$ cat src/rtl/reg_writeback_ctrl_if.sv
// Retiring-instruction handshake between the MEM stage (master) and the
// write-back controller (slave).
interface reg_writeback_ctrl_if #(
    parameter int unsigned DATA_W = 32,
    parameter int unsigned ADDR_W = 5
);
    logic              in_valid;
    logic              in_ready;
    logic [ADDR_W-1:0] in_rd;
    logic              in_reg_write;
    logic              in_mem_to_reg;
    logic [DATA_W-1:0] in_alu_result;
    logic [1:0]        in_load_size;
    logic              in_load_unsigned;
    logic [1:0]        in_byte_off;

    modport master (
        output in_valid, in_rd, in_reg_write, in_mem_to_reg, in_alu_result,
               in_load_size, in_load_unsigned, in_byte_off,
        input  in_ready
    );

    modport slave (
        input  in_valid, in_rd, in_reg_write, in_mem_to_reg, in_alu_result,
               in_load_size, in_load_unsigned, in_byte_off,
        output in_ready
    );
endinterface

$ cat src/rtl/reg_writeback_ctrl.sv
// MIPS register-file write-back controller: one single-cycle write per retired
// instruction, with load extraction and load timeout. Optional bypass outputs via WB_FORWARD_EN.
module reg_writeback_ctrl #(
    parameter int unsigned DATA_W       = 32,
    parameter int unsigned ADDR_W       = 5,
    parameter int unsigned LOAD_TIMEOUT = 15
) (
    input  logic                 clk,
    input  logic                 rst,
    reg_writeback_ctrl_if.slave  up,
    input  logic                 mem_rdata_valid,
    input  logic [DATA_W-1:0]    mem_rdata,
    output logic [ADDR_W-1:0]    write,
    output logic [DATA_W-1:0]    write_data,
    output logic                 reg_write,
    output logic                 busy,
    output logic                 timeout_err
`ifdef WB_FORWARD_EN
    ,
    output logic                 fwd_valid,
    output logic [ADDR_W-1:0]    fwd_rd,
    output logic [DATA_W-1:0]    fwd_data
`endif
);
    localparam int unsigned CNT_W = (LOAD_TIMEOUT > 1) ? $clog2(LOAD_TIMEOUT) : 1;

    localparam logic [1:0] IDLE     = 2'd0;
    localparam logic [1:0] WAIT_MEM = 2'd1;
    localparam logic [1:0] COMMIT   = 2'd2;

    logic [1:0]        state_q, state_d;
    logic [CNT_W-1:0]  cnt_q, cnt_d;
    logic [ADDR_W-1:0] rd_q, rd_d;
    logic              rw_q, rw_d;
    logic [1:0]        size_q, size_d;
    logic              uns_q, uns_d;
    logic [1:0]        off_q, off_d;
    logic [ADDR_W-1:0] write_q, write_d;
    logic [DATA_W-1:0] write_data_q, write_data_d;
    logic              reg_write_q, reg_write_d;
    logic              busy_q, busy_d;
    logic              in_ready_q, in_ready_d;
    logic              timeout_err_q, timeout_err_d;

    logic [7:0]        byte_lane_c;
    logic [15:0]       half_lane_c;
    logic [DATA_W-1:0] load_val_c;

    // Lane select and extension of the returning memory word
    always_comb begin
        byte_lane_c = mem_rdata[{off_q, 3'b000} +: 8];
        half_lane_c = mem_rdata[{off_q[1], 4'b0000} +: 16];
        case (size_q)
            2'b01:   load_val_c = {{(DATA_W-16){~uns_q & half_lane_c[15]}}, half_lane_c};
            2'b10:   load_val_c = {{(DATA_W-8){~uns_q & byte_lane_c[7]}}, byte_lane_c};
            default: load_val_c = mem_rdata;
        endcase
    end

    always_comb begin
        state_d       = state_q;
        cnt_d         = cnt_q;
        rd_d          = rd_q;
        rw_d          = rw_q;
        size_d        = size_q;
        uns_d         = uns_q;
        off_d         = off_q;
        write_d       = write_q;
        write_data_d  = write_data_q;
        reg_write_d   = 1'b0;
        timeout_err_d = timeout_err_q;

        case (state_q)
            IDLE: begin
                if (up.in_valid) begin
                    rd_d   = up.in_rd;
                    rw_d   = up.in_reg_write;
                    size_d = up.in_load_size;
                    uns_d  = up.in_load_unsigned;
                    off_d  = up.in_byte_off;
                    if (up.in_mem_to_reg) begin
                        state_d = WAIT_MEM;
                        cnt_d   = '0;
                    end else begin
                        state_d = COMMIT;
                        // ALU result is final at accept, so the write is staged here
                        if (up.in_reg_write && (up.in_rd != '0)) begin
                            reg_write_d  = 1'b1;
                            write_d      = up.in_rd;
                            write_data_d = up.in_alu_result;
                        end
                    end
                end
            end
            WAIT_MEM: begin
                // Data arriving on the limit cycle takes priority over the abort
                if (mem_rdata_valid) begin
                    state_d = COMMIT;
                    if (rw_q && (rd_q != '0)) begin
                        reg_write_d  = 1'b1;
                        write_d      = rd_q;
                        write_data_d = load_val_c;
                    end
                end else if (cnt_q == CNT_W'(LOAD_TIMEOUT - 1)) begin
                    state_d       = IDLE;
                    timeout_err_d = 1'b1;
                end else begin
                    cnt_d = cnt_q + CNT_W'(1);
                end
            end
            COMMIT:  state_d = IDLE;
            default: state_d = IDLE;
        endcase

        in_ready_d = (state_d == IDLE);
        busy_d     = (state_d != IDLE);
    end

    always_ff @(posedge clk) begin
        if (rst) begin
            state_q       <= IDLE;
            cnt_q         <= '0;
            rd_q          <= '0;
            rw_q          <= 1'b0;
            size_q        <= 2'b00;
            uns_q         <= 1'b0;
            off_q         <= 2'b00;
            write_q       <= '0;
            write_data_q  <= '0;
            reg_write_q   <= 1'b0;
            busy_q        <= 1'b0;
            in_ready_q    <= 1'b1;
            timeout_err_q <= 1'b0;
        end else begin
            state_q       <= state_d;
            cnt_q         <= cnt_d;
            rd_q          <= rd_d;
            rw_q          <= rw_d;
            size_q        <= size_d;
            uns_q         <= uns_d;
            off_q         <= off_d;
            write_q       <= write_d;
            write_data_q  <= write_data_d;
            reg_write_q   <= reg_write_d;
            busy_q        <= busy_d;
            in_ready_q    <= in_ready_d;
            timeout_err_q <= timeout_err_d;
        end
    end

    assign up.in_ready   = in_ready_q;
    assign write         = write_q;
    assign write_data    = write_data_q;
    assign reg_write     = reg_write_q;
    assign busy          = busy_q;
    assign timeout_err   = timeout_err_q;

`ifdef WB_FORWARD_EN
    // Bypass copy of the write that is landing this cycle
    assign fwd_valid = reg_write_q;
    assign fwd_rd    = write_q;
    assign fwd_data  = write_data_q;
`endif
endmodule

$ cat src/flat_wrapper.sv
// flat-port wrapper written by rule: the top's interface ports become plain ports
module reg_writeback_ctrl_flat 
#(
    parameter int unsigned DATA_W       = 32,
    parameter int unsigned ADDR_W       = 5,
    parameter int unsigned LOAD_TIMEOUT = 15
)
  (clk, rst, mem_rdata_valid, mem_rdata, write, write_data, reg_write, busy, timeout_err, up_in_valid, up_in_rd, up_in_reg_write, up_in_mem_to_reg, up_in_alu_result, up_in_load_size, up_in_load_unsigned, up_in_byte_off, up_in_ready);
  reg_writeback_ctrl_if #(.DATA_W(DATA_W), .ADDR_W(ADDR_W)) up_i ();
  input  logic clk;
  input  logic rst;
  input  logic mem_rdata_valid;
  input  logic [DATA_W-1:0] mem_rdata;
  output logic [ADDR_W-1:0] write;
  output logic [DATA_W-1:0] write_data;
  output logic reg_write;
  output logic busy;
  output logic timeout_err;
  input wire logic [$bits(up_i.in_valid)-1:0] up_in_valid;
  input wire logic [$bits(up_i.in_rd)-1:0] up_in_rd;
  input wire logic [$bits(up_i.in_reg_write)-1:0] up_in_reg_write;
  input wire logic [$bits(up_i.in_mem_to_reg)-1:0] up_in_mem_to_reg;
  input wire logic [$bits(up_i.in_alu_result)-1:0] up_in_alu_result;
  input wire logic [$bits(up_i.in_load_size)-1:0] up_in_load_size;
  input wire logic [$bits(up_i.in_load_unsigned)-1:0] up_in_load_unsigned;
  input wire logic [$bits(up_i.in_byte_off)-1:0] up_in_byte_off;
  output wire logic [$bits(up_i.in_ready)-1:0] up_in_ready;
  assign up_i.in_valid = up_in_valid;
  assign up_i.in_rd = up_in_rd;
  assign up_i.in_reg_write = up_in_reg_write;
  assign up_i.in_mem_to_reg = up_in_mem_to_reg;
  assign up_i.in_alu_result = up_in_alu_result;
  assign up_i.in_load_size = up_in_load_size;
  assign up_i.in_load_unsigned = up_in_load_unsigned;
  assign up_i.in_byte_off = up_in_byte_off;
  assign up_in_ready = up_i.in_ready;
  reg_writeback_ctrl #(.DATA_W(DATA_W), .ADDR_W(ADDR_W), .LOAD_TIMEOUT(LOAD_TIMEOUT)) u_core (.clk(clk), .rst(rst), .up(up_i), .mem_rdata_valid(mem_rdata_valid), .mem_rdata(mem_rdata), .write(write), .write_data(write_data), .reg_write(reg_write), .busy(busy), .timeout_err(timeout_err));
endmodule
$ cat config.mk
export PLATFORM = sky130hd
export DESIGN_NAME = reg_writeback_ctrl_flat
export DESIGN_NICKNAME = d
export VERILOG_FILES = /design/src/rtl/reg_writeback_ctrl_if.sv /design/src/rtl/reg_writeback_ctrl.sv /design/src/flat_wrapper.sv
export SDC_FILE = /design/constraint.sdc
export NUM_CORES = 1
export LEC_CHECK = 0
export ABC_AREA = 1
export CAP_MARGIN = 20
export CORE_AREA = 2 2 85 87
export CTS_CLUSTER_DIAMETER = 80
export DETAILED_ROUTE_END_ITERATION = 8
export DIE_AREA = 0 0 87 89
export DONT_BUFFER_PORTS = 1
export PLACE_DENSITY = 0.69
export SYNTH_ARGS = -nofsm -noshare
export SYNTH_HDL_FRONTEND = slang
export SYNTH_SLANG_ARGS = --single-unit
$ cat constraint.sdc
create_clock -name clk -period 4.3 [get_ports clk]
set_input_delay 0.645 -clock clk [delete_from_list [all_inputs] [get_ports clk]]
set_output_delay 0.645 -clock clk [all_outputs]
set_load 0.05 [all_outputs]
==> summary.md, run 1 <==
| Metric | Value |
|---|---|
| Outcome | `finished, final reports clean` |
| Vias in the first global route | `3121` |
| Synthesized area | `0.00365 mm^2` |
| Nets@finish | `611` |
| Die width | `~87 um` |
| Count of final setup violators | `0` |
| Final Cycle Share | `67.5%` |
| Slew @ Worst Pin | `0.912 ns` |
| CTS sink count | `58` |
| Int Pwr | `0.952 mW` |
| Post-synth top flop | `dfxtp_1` |
| Clock Skew | `0.00904 ns` |
| Post-synthesis adder-cell area fraction | `1.37%` |
| Post-synth top area cell | `dfxtp_1` |
| Final ANT Viol Nets | `0` |
| Routed len/inst | `~15 um` |
| Gate power share | `18.3%` |
| Core area | `0.00672 mm^2` |
| Asr flop ratio synth | `0%` |
| P_sw | `between 0.5 and 0.6 mW` |
| Sequential power share | `46.5%` |
| Unrepaired setup endpoints after global routing | `no` |
| Setup bufs post-CTS | `0` |
| Worst hold start | `rst` |
| Yosys reg bits | `58` |
| Post-Synth Simple-Gate Area | `34.1%` |
| CP arrival | `3.13 ns` |
| Layout cell share with drive strength beyond 1 | `between 10 and 15%` |
| Pwr Total | `between 1 and 1.5 mW` |
| Row count | `30` |
| Final Hold Viols | `0` |
| Worst relative slew slack | `39.1%` |
| F_max | `0.345 GHz` |
| Max VDD drop | `250 uV` |
| Final WL | `9450 um` |
| Fillers | `685` |
| Antenna violations before repair | `0` |
| Largest family of logic cells by synthesized area | `simple AND/OR/NAND/NOR gates` |
| Leakage | `1.70 nW` |
| Post-Syn Area per Cell | `6.66 um^2` |
| Starting Density | `54.4%` |
| Gr ovfl total | `0` |
| Complex-gate fraction of the synthesized area | `21.8%` |
| Post-route DRC | `0` |
| Post-Syn Nets | `632` |
| Total GRT Usage | `24.3%` |
| Cells after Synth | `548` |
| Switching Fraction | `34.6%` |
| Worst R2R Path Depth | `7` |
| Max_cap viols | `0` |
| Largest net degree at the start of global routing | `53` |
| Crit end category | `flop` |
| Hold Path Depth | `1` |
| Post-DP HPWL | `6630 um` |
| Clock transition at the registers of the reported paths | `0.07 ns` |
| Worst min-delay path category | `in2reg` |
| Setup TNS | `0 ns` |
| IO buf count | `0` |
| Max H-tree Level | `3` |
| Number of CTS-inserted buffers | `9` |
| Area Growth Syn to Fin | `3.05%` |
| Root buffer selected by CTS | `clkbuf_8` |
| First-pass GRT wire length | `between 10000 and 15000 um` |
| Clock share of power | `35.2%` |
| Post-synth EDFFs | `0` |
| Multiplexer area fraction after synthesis | `0%` |
| Distinct cells, synth | `26` |
| Register area share after synthesis | `31.8%` |
| Synth Warn # | `0` |
| DR iter-0 viols | `257` |
| Reg2reg start | `u_core.state_q[1]` |
| Synth top area cells | `dfxtp_1 32%, nand2_1 17%, a21oi_1 8.1%` |
| Cell Pwr Density | `387 mW/mm^2` |
| Largest fanout on the critical path | `between 40 and 50` |
| Post-layout util | `approximately 56%` |
| Drt pass-1 iters | `4` |
| Worst hold endpoint | `u_core.state_q[0]` |
| Cts repair resizes | `0` |
| CTS tree | `built` |
| Max Buffers Root-to-Sink | `2` |
| Synth Area in XOR/XNOR | `0%` |
| Clk_lat worst skew | `between 0.3 and 0.4 ns` |
| Vias per inst | `5.45` |
| Startpoint types | `flop` |
| Vias after detailed routing | `3334` |
| RePlAce Congestion | `about 0.88` |
| Die height | `approximately 89 um` |
| Crit Path Category | `reg2reg` |
| Area share of the largest cell type after synthesis | `31.8%` |
| Max-slew violation count | `0` |
| Min Tclk post-route | `2.90 ns` |
| ANT cells | `0` |
| Req. time, crit path | `4.52 ns` |
| Die ar. | `0.00774 mm^2` |
| Reg2Reg Capture Point | `u_core.write_data[29]` |
| # IOs | `121` |
| Flop2flop setup slack | `1.40 ns` |
| Hold-fix buffers, CTS | `0` |
## kinds of logic (layout without fill, tap and decap cells)
logic type / count (synthesis) / count (layout)
DFF: 58 / 58
AOI/OAI and AO/OA: 133 / 133
buffers and inverters: 81 / 65
and+or+nand+nor: 272 / 272
adders and majority gates: 4 / 4
## how the worst max path moves through the flow
stage          depth (start not counted)               endpoint              start
3_3_place_gp                           6  u_core.write_data[17]        up_in_valid
5_1_grt                                7  u_core.write_data[29]  u_core.state_q[1]
3_5_place_dp                           6  u_core.write_data[20]        up_in_valid
2_1_floorplan                          6  u_core.write_data[21]        up_in_valid
6_report                               7  u_core.write_data[29]  u_core.state_q[1]
4_1_cts                                7  u_core.write_data[29]  u_core.state_q[1]
## cell type report
class	instances	area, um^2	share of cell area (%)
clock buffers	10	138	3.66
clock inverters	6	66.3	1.76
inverters	44	165	4.39
multi-input cells	409	2090	55.5
flip-flops and latches	58	1160	30.9
well taps	80	100	2.66
repair buffers	5	45.0	1.20
## synth_stat cells (2+ instances only)
cell type and count:
buf_6 12, nor2_1 30, o21ai_0 33, ha_1 4
buf_2 7, nand3b_1 32, or2_2 17, nand3_1 18
nor3_1 2, a21boi_0 15, a21oi_1 59, clkbuf_1 18
nand2_2 2, inv_1 40, o21ai_2 6, inv_2 4
nand2_1 164, nand3_2 2, dfxtp_1 58, a21oi_2 17
nor2_2 3
## sequential cells by signal, indices dropped and copies added, names as in the netlist, 2 cells and up
signal	cells
u_core.size_q	2
u_core.rd_q	5
u_core.off_q	2
u_core.write	5
u_core.write_data	32
u_core.cnt_q	4
u_core.state_q	2
## layer usage
metal  up-vias  track usage (%)  wire length, um
met5         -                0                0
met4         0             7.95              161
met3        14             9.88              875
met2       106             42.4             4680
met1      1488             26.9             3730
li1       1726                -                -
## worst max-delay path: stages, from the launching register on
cell and delay (ns):
dfxtp_1 0.33, nor2_1 0.09, nand2_1 0.35, nor2_2 0.21
nand3_2 0.72, nand2_1 0.61, buf_4 0.36, a21oi_2 0.09
## layout by cell type (no fill, tap or decap), types with 6 or more instances in the layout
master / netlist / layout
nand2_1: 164 / 164
a21oi_1: 59 / 59
dfxtp_1: 58 / 58
inv_1: 40 / 40
o21ai_0: 33 / 33
nand3b_1: 32 / 32
nor2_1: 30 / 30
nand3_1: 18 / 18
or2_2: 17 / 17
a21oi_2: 17 / 17
a21boi_0: 15 / 15
clkbuf_8: 0 / 10
o21ai_2: 6 / 6
## power by group through the flow
stage	sequential [mW]	clock (mW)	combinational [mW]
2_1_floorplan	0.680	0	0.230
3_3_place_gp	0.692	0	0.252
3_5_place_dp	0.693	0	0.258
4_1_cts	0.681	0.523	0.259
5_1_grt	0.681	0.549	0.304
6_report	0.677	0.512	0.266
## per-stage QoR
stage	cell area [um^2]	hold slack [ns]	cells	worst slack (ns)
global placement	3540	0.464	595	1.25
CTS	3750	0.351	611	1.38
finish	3760	0.364	612	1.40
detailed placement	3540	0.468	595	1.18
floorplan	3650	0.439	548	2.78
global route	3760	0.342	612	1.11
Note: power is estimated with default switching activity, not from simulation.
==> inputs of run 2 (changes only) <==
- clock period: 4.3 -> 2.9 ns (I/O delays scaled with it)
==> summary.md, run 2 (synthesis gave the netlist of run 1 again) <==
| Metric | Value |
|---|---|
| RePlAce Congestion | `0.909 (+3.7%)` |
| Outcome | `finished, final reports clean` |
| First-pass GRT wire length | `14800 um (+0.85%)` |
| Vias in the first global route | `3205 (+2.7%)` |
| Final WL | `9500 um (+0.51%)` |
| Routed len/inst | `15.4 um (-0.31%)` |
| Cell Pwr Density | `584 mW/mm^2 (+51%)` |
| Vias after detailed routing | `3429 (+2.8%)` |
| Final Cycle Share | `65.8% (-1.7 points)` |
| Max VDD drop | `310 uV (+24%)` |
| Die height | `89 um (unchanged)` |
| Crit end category | `flop` |
| Row count | `30 (unchanged)` |
| Max H-tree Level | `3 (unchanged)` |
| Clock Skew | `0.00690 ns (-0.00214 ns)` |
| Vias per inst | `5.56 (+2.0%)` |
| Die width | `87 um (unchanged)` |
| Total GRT Usage | `24.6% (+0.33 points)` |
| Crit Path Category | `reg2reg` |
| CP cell instances | `nor2_1, nand2_1, nor2_2, nand3_2, nand2_1, buf_4, a21oi_2` |
| Req. time, crit path | `3.13 ns (-1.39 ns)` |
| Clock transition at the registers of the reported paths | `0.06 ns (about the same)` |
| Commonest non-fill, non-tap cell in the layout | `nand2_1` |
| Clock share of power | `36.8% (+1.6 points)` |
| Final Hold Viols | `0 (unchanged)` |
| Max Buffers Root-to-Sink | `2 (unchanged)` |
| Hold-fix buffers, CTS | `0 (unchanged)` |
| Max-slew violation count | `0 (unchanged)` |
| Worst min-delay path category | `in2reg` |
| Critical Path Most Common Cell | `nand2_1` |
| CP arrival | `2.14 ns (-0.99 ns)` |
| Area Growth Syn to Fin | `3.91%` |
| Setup bufs post-CTS | `0 (unchanged)` |
| CP max-delay cell | `nand2_1` |
| Cts repair resizes | `0 (unchanged)` |
| P_sw | `0.738 mW (+47%)` |
| Post-route DRC | `0 (unchanged)` |
| Number of CTS-inserted buffers | `9 (unchanged)` |
| Switching Fraction | `33.3% (-1.2 points)` |
| Core area | `0.00672 mm^2 (unchanged)` |
| Max_cap viols | `0 (unchanged)` |
| # IOs | `121 (unchanged)` |
| Gate power share | `17.9% (-0.4 points)` |
| Starting Density | `54.4% (unchanged)` |
| Commonest non-fill, non-tap cells in the layout | `164 x nand2_1, 59 x a21oi_1, 58 x dfxtp_1, 40 x inv_1, 33 x o21ai_0` |
| DR iter-0 viols | `219 (-15%)` |
| Max reg flops | `32 (unchanged)` |
| Unrepaired setup endpoints after global routing | `no` |
| Worst relative slew slack | `43.6% (+4.5 points)` |
| Clk_lat worst skew | `0.34 ns (about the same)` |
| Sequential power share | `45.3% (-1.2 points)` |
| Leakage | `1.73 nW (+1.7%)` |
| IO buf count | `0 (unchanged)` |
| Final ANT Viol Nets | `0 (unchanged)` |
| Int Pwr | `1.48 mW (+55%)` |
| Startpoint types | `flop` |
| Count of final setup violators | `0 (unchanged)` |
| Post-DP HPWL | `6760 um (+2.0%)` |
| Drt pass-1 iters | `5 (+1)` |
| Hold_ws | `0.154 ns (-0.210 ns)` |
| Antenna violations before repair | `1 (+1)` |
| Largest fanout on the critical path | `22 (-54%)` |
| Setup TNS | `0 ns (unchanged)` |
| Largest net degree at the start of global routing | `52 (-1.9%)` |
| Pwr Total | `2.21 mW (+52%)` |
| CTS sink count | `58 (unchanged)` |
| Max stage delay on crit path | `0.38 ns (-0.34 ns)` |
| Nets@finish | `615 (+0.65%)` |
| Root buffer selected by CTS | `clkbuf_8` |
| CTS tree | `built` |
| F_max | `0.524 GHz (+52%)` |
| Layout cell share with drive strength beyond 1 | `14.0% (+0.27 points)` |
| Slew @ Worst Pin | `0.845 ns (-0.0668 ns)` |
| Min Tclk post-route | `1.91 ns (-0.993 ns)` |
| Post-layout util | `56.5% (+0.47 points)` |
| Gr ovfl total | `0 (unchanged)` |
| Die ar. | `0.00774 mm^2 (unchanged)` |
[run 2: cell count changes in the layout (fill, tap and decap cells not counted), sizes merged]
cell,previous run,this run
buf,5,9
clkinvlp,3,0
bufinv,1,2
clkbuf,10,11
clkinv,2,3
diode,0,1
[run 2: layout make-up]
class / count / area (um^2)
Tap cell: 80 / 100
Sequential cell: 58 / 1160
Clock inverter: 5 / 78.8
Multi-Input combinational cell: 409 / 2090
Timing Repair Buffer: 9 / 67.6
Inverter: 44 / 165
Fill cell: 680 / 2920
Clock buffer: 11 / 131
Antenna cell: 1 / 2.50
[run 2: path summary, 6_finish.rpt]
path / startpoint / end / slack [ns] / depth (start not counted)
min reg2reg: u_core.rd_q[4] / u_core.rd_q[4] / 0.48 / 2
max: u_core.state_q[1] / u_core.write_data[24] / 0.99 / 7
max reg2reg: u_core.state_q[1] / u_core.write_data[24] / 0.99 / 7
min: rst / u_core.timeout_err / 0.15 / 1
[run 2: metal layers]
| layer | up-vias | GRT usage [%] | share of wire (%) |
|---|---|---|---|
| met5 | - | 0 | 0 |
| li1 | 1738 | - | - |
| met2 | 128 | 41.8 | 48 |
| met3 | 18 | 7.94 | 8.3 |
| met4 | 0 | 11.5 | 2.7 |
| met1 | 1545 | 28.1 | 41 |
[run 2: power by group through the flow]
stage | Clock [mW] | Sequential [mW] | Combinational [mW]
4_1_cts | 0.827 | 1.00 | 0.396
2_1_floorplan | 0 | 1.01 | 0.341
5_1_grt | 0.864 | 1.01 | 0.453
3_3_place_gp | 0 | 1.02 | 0.385
3_5_place_dp | 0 | 1.02 | 0.393
6_report | 0.816 | 1.00 | 0.397
[run 2: worst max-delay path: cells and delay by family, from the launching register on]
family,cells,cell delay (ns)
and+or+nand+nor,5,0.98
buffers and inverters,1,0.37
DFF,1,0.33
AOI/OAI and AO/OA,1,0.10
[run 2: stage by stage]
step                cells  cell area (um^2)  setup WS, ns
finish                617              3790         0.990
global route          617              3790         0.762
CTS                   616              3790         0.977
detailed placement    600              3580         0.982
global placement      600              3580          1.07
floorplan             548              3650          1.46
==> inputs of run 3 (changes only) <==
- clock period: 2.9 -> 1.9 ns (I/O delays scaled with it)
==> summary.md, run 3 (synthesis gave the netlist of run 1 again) <==
| Metric | Value |
|---|---|
| Outcome | `finished, final reports clean` |
| Hold Path Depth | `2 (+1)` |
| Cts repair resizes | `0 (unchanged)` |
| Vias after detailed routing | `3501 (+2.1%)` |
| Layout cell share with drive strength beyond 1 | `16.8% (+2.8 points)` |
| Leakage | `1.86 nW (+7.3%)` |
| Worst hold start | `up_in_reg_write` |
| Starting Density | `54.4% (unchanged)` |
| CP max-delay cell | `dfxtp_1` |
| CP arrival | `1.89 ns (-0.25 ns)` |
| CP cell instances | `inv_1, ha_1, buf_4, nor2_1, nand2_2, nand2_1, nand2_1, a21oi_2` |
| Row count | `30 (unchanged)` |
| Max H-tree Level | `3 (unchanged)` |
| Count of final setup violators | `0 (unchanged)` |
| Reg2reg start | `u_core.size_q[0]` |
| Max Buffers Root-to-Sink | `2 (unchanged)` |
| Die width | `87 um (unchanged)` |
| Setup TNS | `0 ns (unchanged)` |
| Largest fanout on the critical path | `16 (-27%)` |
| Die height | `89 um (unchanged)` |
| Clock transition at the registers of the reported paths | `0.07 ns (about the same)` |
| Startpoint types | `flop` |
| Largest net degree at the start of global routing | `52 (unchanged)` |
| Slew @ Worst Pin | `0.536 ns (-0.309 ns)` |
| Nets@finish | `633 (+2.9%)` |
| Clock Skew | `0.00876 ns (+0.00186 ns)` |
| Max stage delay on crit path | `0.33 ns (-0.05 ns)` |
| Commonest non-fill, non-tap cell in the layout | `nand2_1` |
| Routed len/inst | `15.4 um (-0.19%)` |
| Flop2flop setup slack | `0.29 ns (-0.70 ns)` |
| Worst hold endpoint | `u_core.rw_q` |
| Unrepaired setup endpoints after global routing | `no` |
| Max-slew violation count | `0 (unchanged)` |
| Cell Pwr Density | `877 mW/mm^2 (+50%)` |
| DR iter-0 viols | `235 (+7.3%)` |
| Final Cycle Share | `84.9% (+19 points)` |
| Setup crit start | `u_core.size_q[0]` |
| Antenna violations before repair | `0 (-1)` |
| F_max | `0.620 GHz (+18%)` |
| Worst min-delay path category | `in2reg` |
| Crit Path Category | `reg2reg` |
| Worst relative slew slack | `64.2% (+21 points)` |
| Final ANT Viol Nets | `0 (unchanged)` |
| Die ar. | `0.00774 mm^2 (unchanged)` |
| Final Hold Viols | `0 (unchanged)` |
| # IOs | `121 (unchanged)` |
| Drt pass-1 iters | `5 (unchanged)` |
| Final setup margin | `0.287 ns (-0.703 ns)` |
| Vias in the first global route | `3296 (+2.8%)` |
| ANT cells | `0 (-1)` |
| Post-route DRC | `0 (unchanged)` |
| Max_cap viols | `0 (unchanged)` |
| CTS sink count | `58 (unchanged)` |
| Req. time, crit path | `2.18 ns (-0.95 ns)` |
| First-pass GRT wire length | `15500 um (+5.0%)` |
| CTS tree | `built` |
| Gr ovfl total | `0 (unchanged)` |
| Area Growth Syn to Fin | `9.83%` |
| Total GRT Usage | `25.9% (+1.3 points)` |
| Fin area | `0.00401 mm^2 (+5.7%)` |
| Commonest non-fill, non-tap cells in the layout | `164 x nand2_1, 59 x a21oi_1, 58 x dfxtp_1, 40 x inv_1, 33 x o21ai_0` |
| RePlAce Congestion | `0.929 (+2.1%)` |
| Worst R2R Path Depth | `8 (+1)` |
| Final Non-Filler Cells | `634 (+2.8%)` |
| Final WL | `9740 um (+2.6%)` |
| IO buf count | `0 (unchanged)` |
| Post-DP HPWL | `6870 um (+1.5%)` |
| Root buffer selected by CTS | `clkbuf_8` |
| Clk_lat worst skew | `0.35 ns (about the same)` |
| Core area | `0.00672 mm^2 (unchanged)` |
| Number of CTS-inserted buffers | `9 (unchanged)` |
| Post-layout util | `59.7% (+3.2 points)` |
| Vias per inst | `5.52 (-0.64%)` |
| Pre-CTS WS | `0.303 ns (-0.679 ns)` |
| Max reg flops | `32 (unchanged)` |
| Crit end category | `flop` |
| Critical Path Most Common Cell | `nand2_1` |
| DP Area | `0.00377 mm^2 (+5.3%)` |
| Min Tclk post-route | `1.61 ns (-0.297 ns)` |
| Max VDD drop | `470 uV (+52%)` |
| Placed insts | `617 (+2.8%)` |
| Reg2Reg Capture Point | `u_core.write_data[27]` |
-- run 3: how the worst max path moves through the flow --
stage                                        to  slack, ns  cells after the start
after floorplan           u_core.write_data[23]       0.46                      8
after global placement    u_core.write_data[31]       0.38                      8
after detailed placement  u_core.write_data[31]       0.30                      8
after CTS                 u_core.write_data[27]       0.28                      8
after global routing      u_core.write_data[16]       0.10                      8
final                     u_core.write_data[27]       0.29                      8
-- run 3: repair_timing --
| item | 4_1_cts | 5_1_grt |
|---|---|---|
| hold buffers | 1 | 0 |
| setup buffers | 0 | 0 |
| endpoints found under the hold margin | 4 | 0 |
| endpoints found under the setup margin | 0 | 0 |
-- run 3: worst max-delay path, delay by kind of cell, from the launching register on --
family                   cells  cell delay (ns)
adder cells (fa/ha/maj)      1             0.30
buffers and inverters        2             0.24
flip-flops                   1             0.33
AO/OA/AOI/OAI                1             0.11
AND/OR/NAND/NOR              4             0.56
-- run 3: power by group --
part | internal [mW] | switching (mW) | total, mW | leakage (nW)
sequential | 1.30 | 0.166 | 1.46 | 0.475
combinational | 0.265 | 0.462 | 0.727 | 1.27
clock | 0.810 | 0.516 | 1.33 | 0.117
total | 2.37 | 1.15 | 3.52 | 1.86
-- run 3: metal layers --
metal / vias up / track usage, % / part of all wire [%]
met4: 0 / 15.6 / 3.5
li1: 1775 / - / -
met5: - / 0 / 0
met1: 1581 / 29.4 / 40
met2: 123 / 43.2 / 48
met3: 22 / 7.39 / 9.1
-- run 3: through the flow --
| stage | hold WS [ns] | total power [mW] |
|---|---|---|
| finish | 0.109 | 3.52 |
| global route | 0.111 | 3.68 |
| CTS | 0.0981 | 3.55 |
| detailed placement | 0.362 | 2.21 |
| global placement | 0.359 | 2.19 |
| floorplan | 0.357 | 2.06 |
-- run 3: layout make-up --
| class | count | area [um^2] |
|---|---|---|
| fillers | 642 | 2710 |
| multi-input cells | 409 | 2090 |
| flip-flops and latches | 58 | 1160 |
| repair buffers | 27 | 268 |
| inverters | 44 | 165 |
| clock buffers | 12 | 155 |
| well taps | 80 | 100 |
| clock inverters | 4 | 73.8 |
